<file path="config.mk">
export PLATFORM = sky130hd
export DESIGN_NAME = accontrol
export DESIGN_NICKNAME = d
export VERILOG_FILES = /design/src/rtl/accontrol_pkg.sv /design/src/rtl/accontrol_dec.sv /design/src/rtl/accontrol.sv
export SDC_FILE = /design/constraint.sdc
export NUM_CORES = 1
export LEC_CHECK = 0
export ABC_AREA = 1
export BUFFER_PORTS_ARGS = -buffer_cell sky130_fd_sc_hd__buf_2
export CORE_AREA = 2 2 39 41
export CTS_CLUSTER_DIAMETER = 60
export DETAILED_ROUTE_END_ITERATION = 10
export DIE_AREA = 0 0 41 43
export GPL_TIMING_DRIVEN = 0
export HOLD_SLACK_MARGIN = 0.15
export SETUP_SLACK_MARGIN = 0.05
export SLEW_MARGIN = 25
export SYNTH_ARGS = -nofsm -noshare
export SYNTH_HDL_FRONTEND = slang
export SYNTH_SLANG_ARGS = --single-unit
</file>
<file path="constraint.sdc">
create_clock -name clk -period 1.46 [get_ports clk]
set_clock_uncertainty 0.05 [all_clocks]
set_input_delay 0.438 -clock clk [delete_from_list [all_inputs] [get_ports clk]]
set_output_delay 0.438 -clock clk [all_outputs]
set_load 0.01 [all_outputs]
</file>
<file path="src/rtl/accontrol_pkg.sv">
// Shared constants and the decoded control word for the accumulator controller.
// Carries the accumulator source-mux encodings used by the decoder and the output stage.
package accontrol_pkg;

  localparam logic MUX_SEL_ALU = 1'b0;
  localparam logic MUX_SEL_IN  = 1'b1;

  typedef struct packed {
    logic mux_sel;
    logic ac_wr;
    logic err;
  } ctrl_t;

  localparam ctrl_t CTRL_IDLE = '{mux_sel: MUX_SEL_ALU, ac_wr: 1'b0, err: 1'b0};

endpackage

</file>
<file path="src/rtl/accontrol_dec.sv">
// Combinational priority decoder: jump/jumpC over InA over sin/twone over idle.
// Zero latency; no flow control, the result is consumed every cycle.
module accontrol_dec
  import accontrol_pkg::*;
(
  input  logic  jump,
  input  logic  jumpC,
  input  logic  sin,
  input  logic  InA,
  input  logic  twone,
  output ctrl_t ctrl
);

  logic any_jump;
  logic alu_op;

  assign any_jump = jump | jumpC;
  assign alu_op   = sin | twone;

  always_comb begin
    ctrl = CTRL_IDLE;
    if (any_jump) begin
      ctrl.ac_wr   = 1'b0;
      ctrl.mux_sel = MUX_SEL_ALU;
    end else if (InA) begin
      ctrl.ac_wr   = 1'b1;
      ctrl.mux_sel = MUX_SEL_IN;
    end else if (alu_op) begin
      ctrl.ac_wr   = 1'b1;
      ctrl.mux_sel = MUX_SEL_ALU;
    end
    // err is informational only; it never feeds back into the write decode above.
    ctrl.err = (jump & jumpC) | (InA & alu_op & ~any_jump);
  end

endmodule

</file>
<file path="src/rtl/accontrol.sv">
// Accumulator write/mux controller: decoded instruction flags -> registered controls.
// One-cycle latency from inputs to outputs; no backpressure, new decode every cycle.
module accontrol
  import accontrol_pkg::*;
(
  input  logic clk,
  input  logic rst,
  input  logic jump,
  input  logic jumpC,
  input  logic sin,
  input  logic InA,
  input  logic twone,
  output logic saidaMux,
  output logic saidaAc,
  output logic err
);

  ctrl_t ctrl;

  accontrol_dec u_dec (
    .jump  (jump),
    .jumpC (jumpC),
    .sin   (sin),
    .InA   (InA),
    .twone (twone),
    .ctrl  (ctrl)
  );

  always_ff @(posedge clk) begin
    if (rst) begin
      saidaMux <= MUX_SEL_ALU;
      saidaAc  <= 1'b0;
      err      <= 1'b0;
    end else begin
      saidaMux <= ctrl.mux_sel;
      saidaAc  <= ctrl.ac_wr;
      err      <= ctrl.err;
    end
  end

endmodule

</file>
==> results by group <==
Outcome
  • Status: complete, no violations

CTS
  • Post-CTS Hold Fix Bufs: 0
  • H-tree Lvls: 1
  • CTS Buf Count: 3
  • Clock root cell: clkbuf_4
  • Clk sinks: 3
  • Post-cts resize count: 0
  • Clk pin slew, worst setup/hold paths: ~0.040 ns
  • Clock buffer depth: 2
  • TritonCTS clock tree: built
  • Post-CTS Setup Bufs: 0

Pwr
  • Logic gate share of total power: 9.2%
  • Switching Fraction: roughly 22%
  • Clock share of power: a little under three fifths
  • PwrDens: approximately 1200 nW/um^2
  • Leak: between 0.1 and 0.15 nW
  • Switch Pwr: approximately 0.056 mW
  • Max VDD drop: approximately 0.17 mV
  • Int Pwr: between 0.15 and 0.2 mW
  • Sequential fraction of design power: 33.8%

Finish
  • Final Cell Area: between 200 and 250 um^2
  • Final Core Density: 15.1%
  • Area growth syn-to-layout: 77.7%
  • Non-filler instance count after layout: 46
  • Layout cells sized above 1: a little over two fifths
  • Antenna Diode Count: 0
  • Layout net count: 38

Job
  • Max-cap violations: 0

Yosys
  • Post-synth top area cell: dfxtp_1
  • Synth Cell Area: ~120 um^2
  • Top cells by count, synth: 4 x inv_1, 4 x nor2_1, 3 x dfxtp_1, 3 x nand2_1, 2 x nand3_1
  • Ys async rst share: 0%
  • Synth top area cells: dfxtp_1 51%, inv_1 13%, nor2_1 13%
  • Synth Flop Type: dfxtp_1
  • Sequential share of the synthesized area: slightly above 50%
  • Synth unique cells: 6
  • Synth top area share: between 50 and 60%
  • EDFF count, synth: 0
  • Cell count after synthesis: 17
  • Syn_nets: 24
  • Synth Warn #: 0
  • Flops & latches, synth: 3
  • Mean Syn Cell Area: 6.92 um^2

STA
  • Relative slew slack: 94.2%
  • Fin crit share: a little under 80%
  • Fmax: 0.884 GHz
  • # setup viols final: 0
  • Worst-Margin Slew: roughly 0.087 ns
  • Final Hold Vio Count: 0
  • Setup TNS: 0 ns
  • RSZ-0062 raised after global routing: false
  • Slew Limit Fails: 0
  • Minimum clock period: 1.13 ns
  • Hold WS: between 0.3 and 0.4 ns

Critical path
  • Worst path slowest cell: dfxtp_1
  • CP max stage delay: about 0.29 ns
  • Worst Path Max Fanout: 1
  • Crit start category: flip-flop
  • Worst path required time: between 0.9 and 1 ns
  • Worst path top cell family by delay: flip-flops
  • Worst Setup End Kind: primary output
  • WP buf/inv: 1
  • Worst EP arrival: 0.64 ns
  • Crit path kind: flip-flop to primary output
  • CP Cell Sequence: buf_2

Route
  • Met3 routed WL: 44 um
  • WL/cell: approximately 5.4 um
  • Routed Antenna Nets: 0
  • Avg Vias per Cell: ~2.7
  • Uppermost routed layer: met4
  • Routed WL: around 250 um
  • Met1 Wirelength: roughly 100 um
  • Metal2 WL: 87 um
  • Initial DRC Count: 0
  • Routed vias: 126
  • DRT Pass-1 Iters: 1
  • Drt drc: 0

Floorplanning
  • Boundary pin count: 10
  • Die W: ~41 um
  • Die Area: between 1500 and 2000 um^2
  • Starting density of the core: between 8 and 9%
  • Site Rows: 14
  • Core Box Area: approximately 1400 um^2
  • Die Ht: 43 um

Global routing
  • Global-route wire length before repair: approximately 300 um
  • Initial antenna violation count: 0
  • Vias in the first global route: 94
  • Gr ovfl total: 0
  • Pin count of the biggest net entering global routing: 3
  • GRT Util Overall: about 3.4%

Placement
  • PortBufs: 9
  • GPL Wtd Cong: between 0.5 and 0.6
  • Hpwl dp: a little under 200 um
  • Placed Instances: 42
  • DP Area: around 180 um^2

Hold path
  • Worst Hold Class: input pin to flip-flop
## area by class of cell
| class | count | area [um^2] |
|---|---|---|
| well taps | 16 | 20.0 |
| flip-flops and latches | 3 | 60.1 |
| repair buffers | 9 | 45.0 |
| clock buffers | 4 | 26.3 |
| inverters | 4 | 15.0 |
| fillers | 166 | 1170 |
| multi-input cells | 10 | 42.5 |
## metrics by stage
stage	setup slack, ns	power [mW]
after floorplan	0.641	0.0981
after global placement	0.507	0.111
after detailed placement	0.505	0.112
after CTS	0.313	0.266
after global routing	0.294	0.273
final	0.328	0.256
## metal layers
| layer | vias up | GRT usage, % |
|---|---|---|
| li1 | 74 | - |
| met1 | 39 | 3.53 |
| met2 | 11 | 2.50 |
| met3 | 2 | 0 |
| met4 | 0 | 10.0 |
| met5 | - | 0 |
## power groups by stage
stage | Combinational (mW) | Sequential (mW) | Clock [mW]
after global routing | 0.0268 | 0.0866 | 0.159
after floorplan | 0.00829 | 0.0898 | 0
final | 0.0235 | 0.0864 | 0.146
after global placement | 0.0236 | 0.0878 | 0
after CTS | 0.0240 | 0.0864 | 0.156
after detailed placement | 0.0240 | 0.0877 | 0
## registers in the layout, indices dropped and copies added (netlist names)
register / cells
err: 1
saidaAc: 1
saidaMux: 1
## worst paths after layout
check | start | cells past startpoint | slack [ns] | endpoint
max | err$_SDFF_PP0_ | 1 | 0.33 | err
min | InA | 3 | 0.39 | saidaAc$_SDFF_PP0_
## cell families (layout without fill, tap and decap cells)
family        after synthesis  after routing  share of synthesized area [%]
simple gates               10             10                           36.2
buf+inv                     4             17                           12.8
flops                       3              3                           51.1
## placed cells by master, fill, tap and decap left out
cell	count
clkbuf_4	3
nor2_1	4
dfxtp_1	3
buf_2	9
nand3_1	2
nand2_1	3
clkbuf_1	1
nor2_2	1
inv_1	4
No activity file was read; power rests on OpenSTA's default activity.
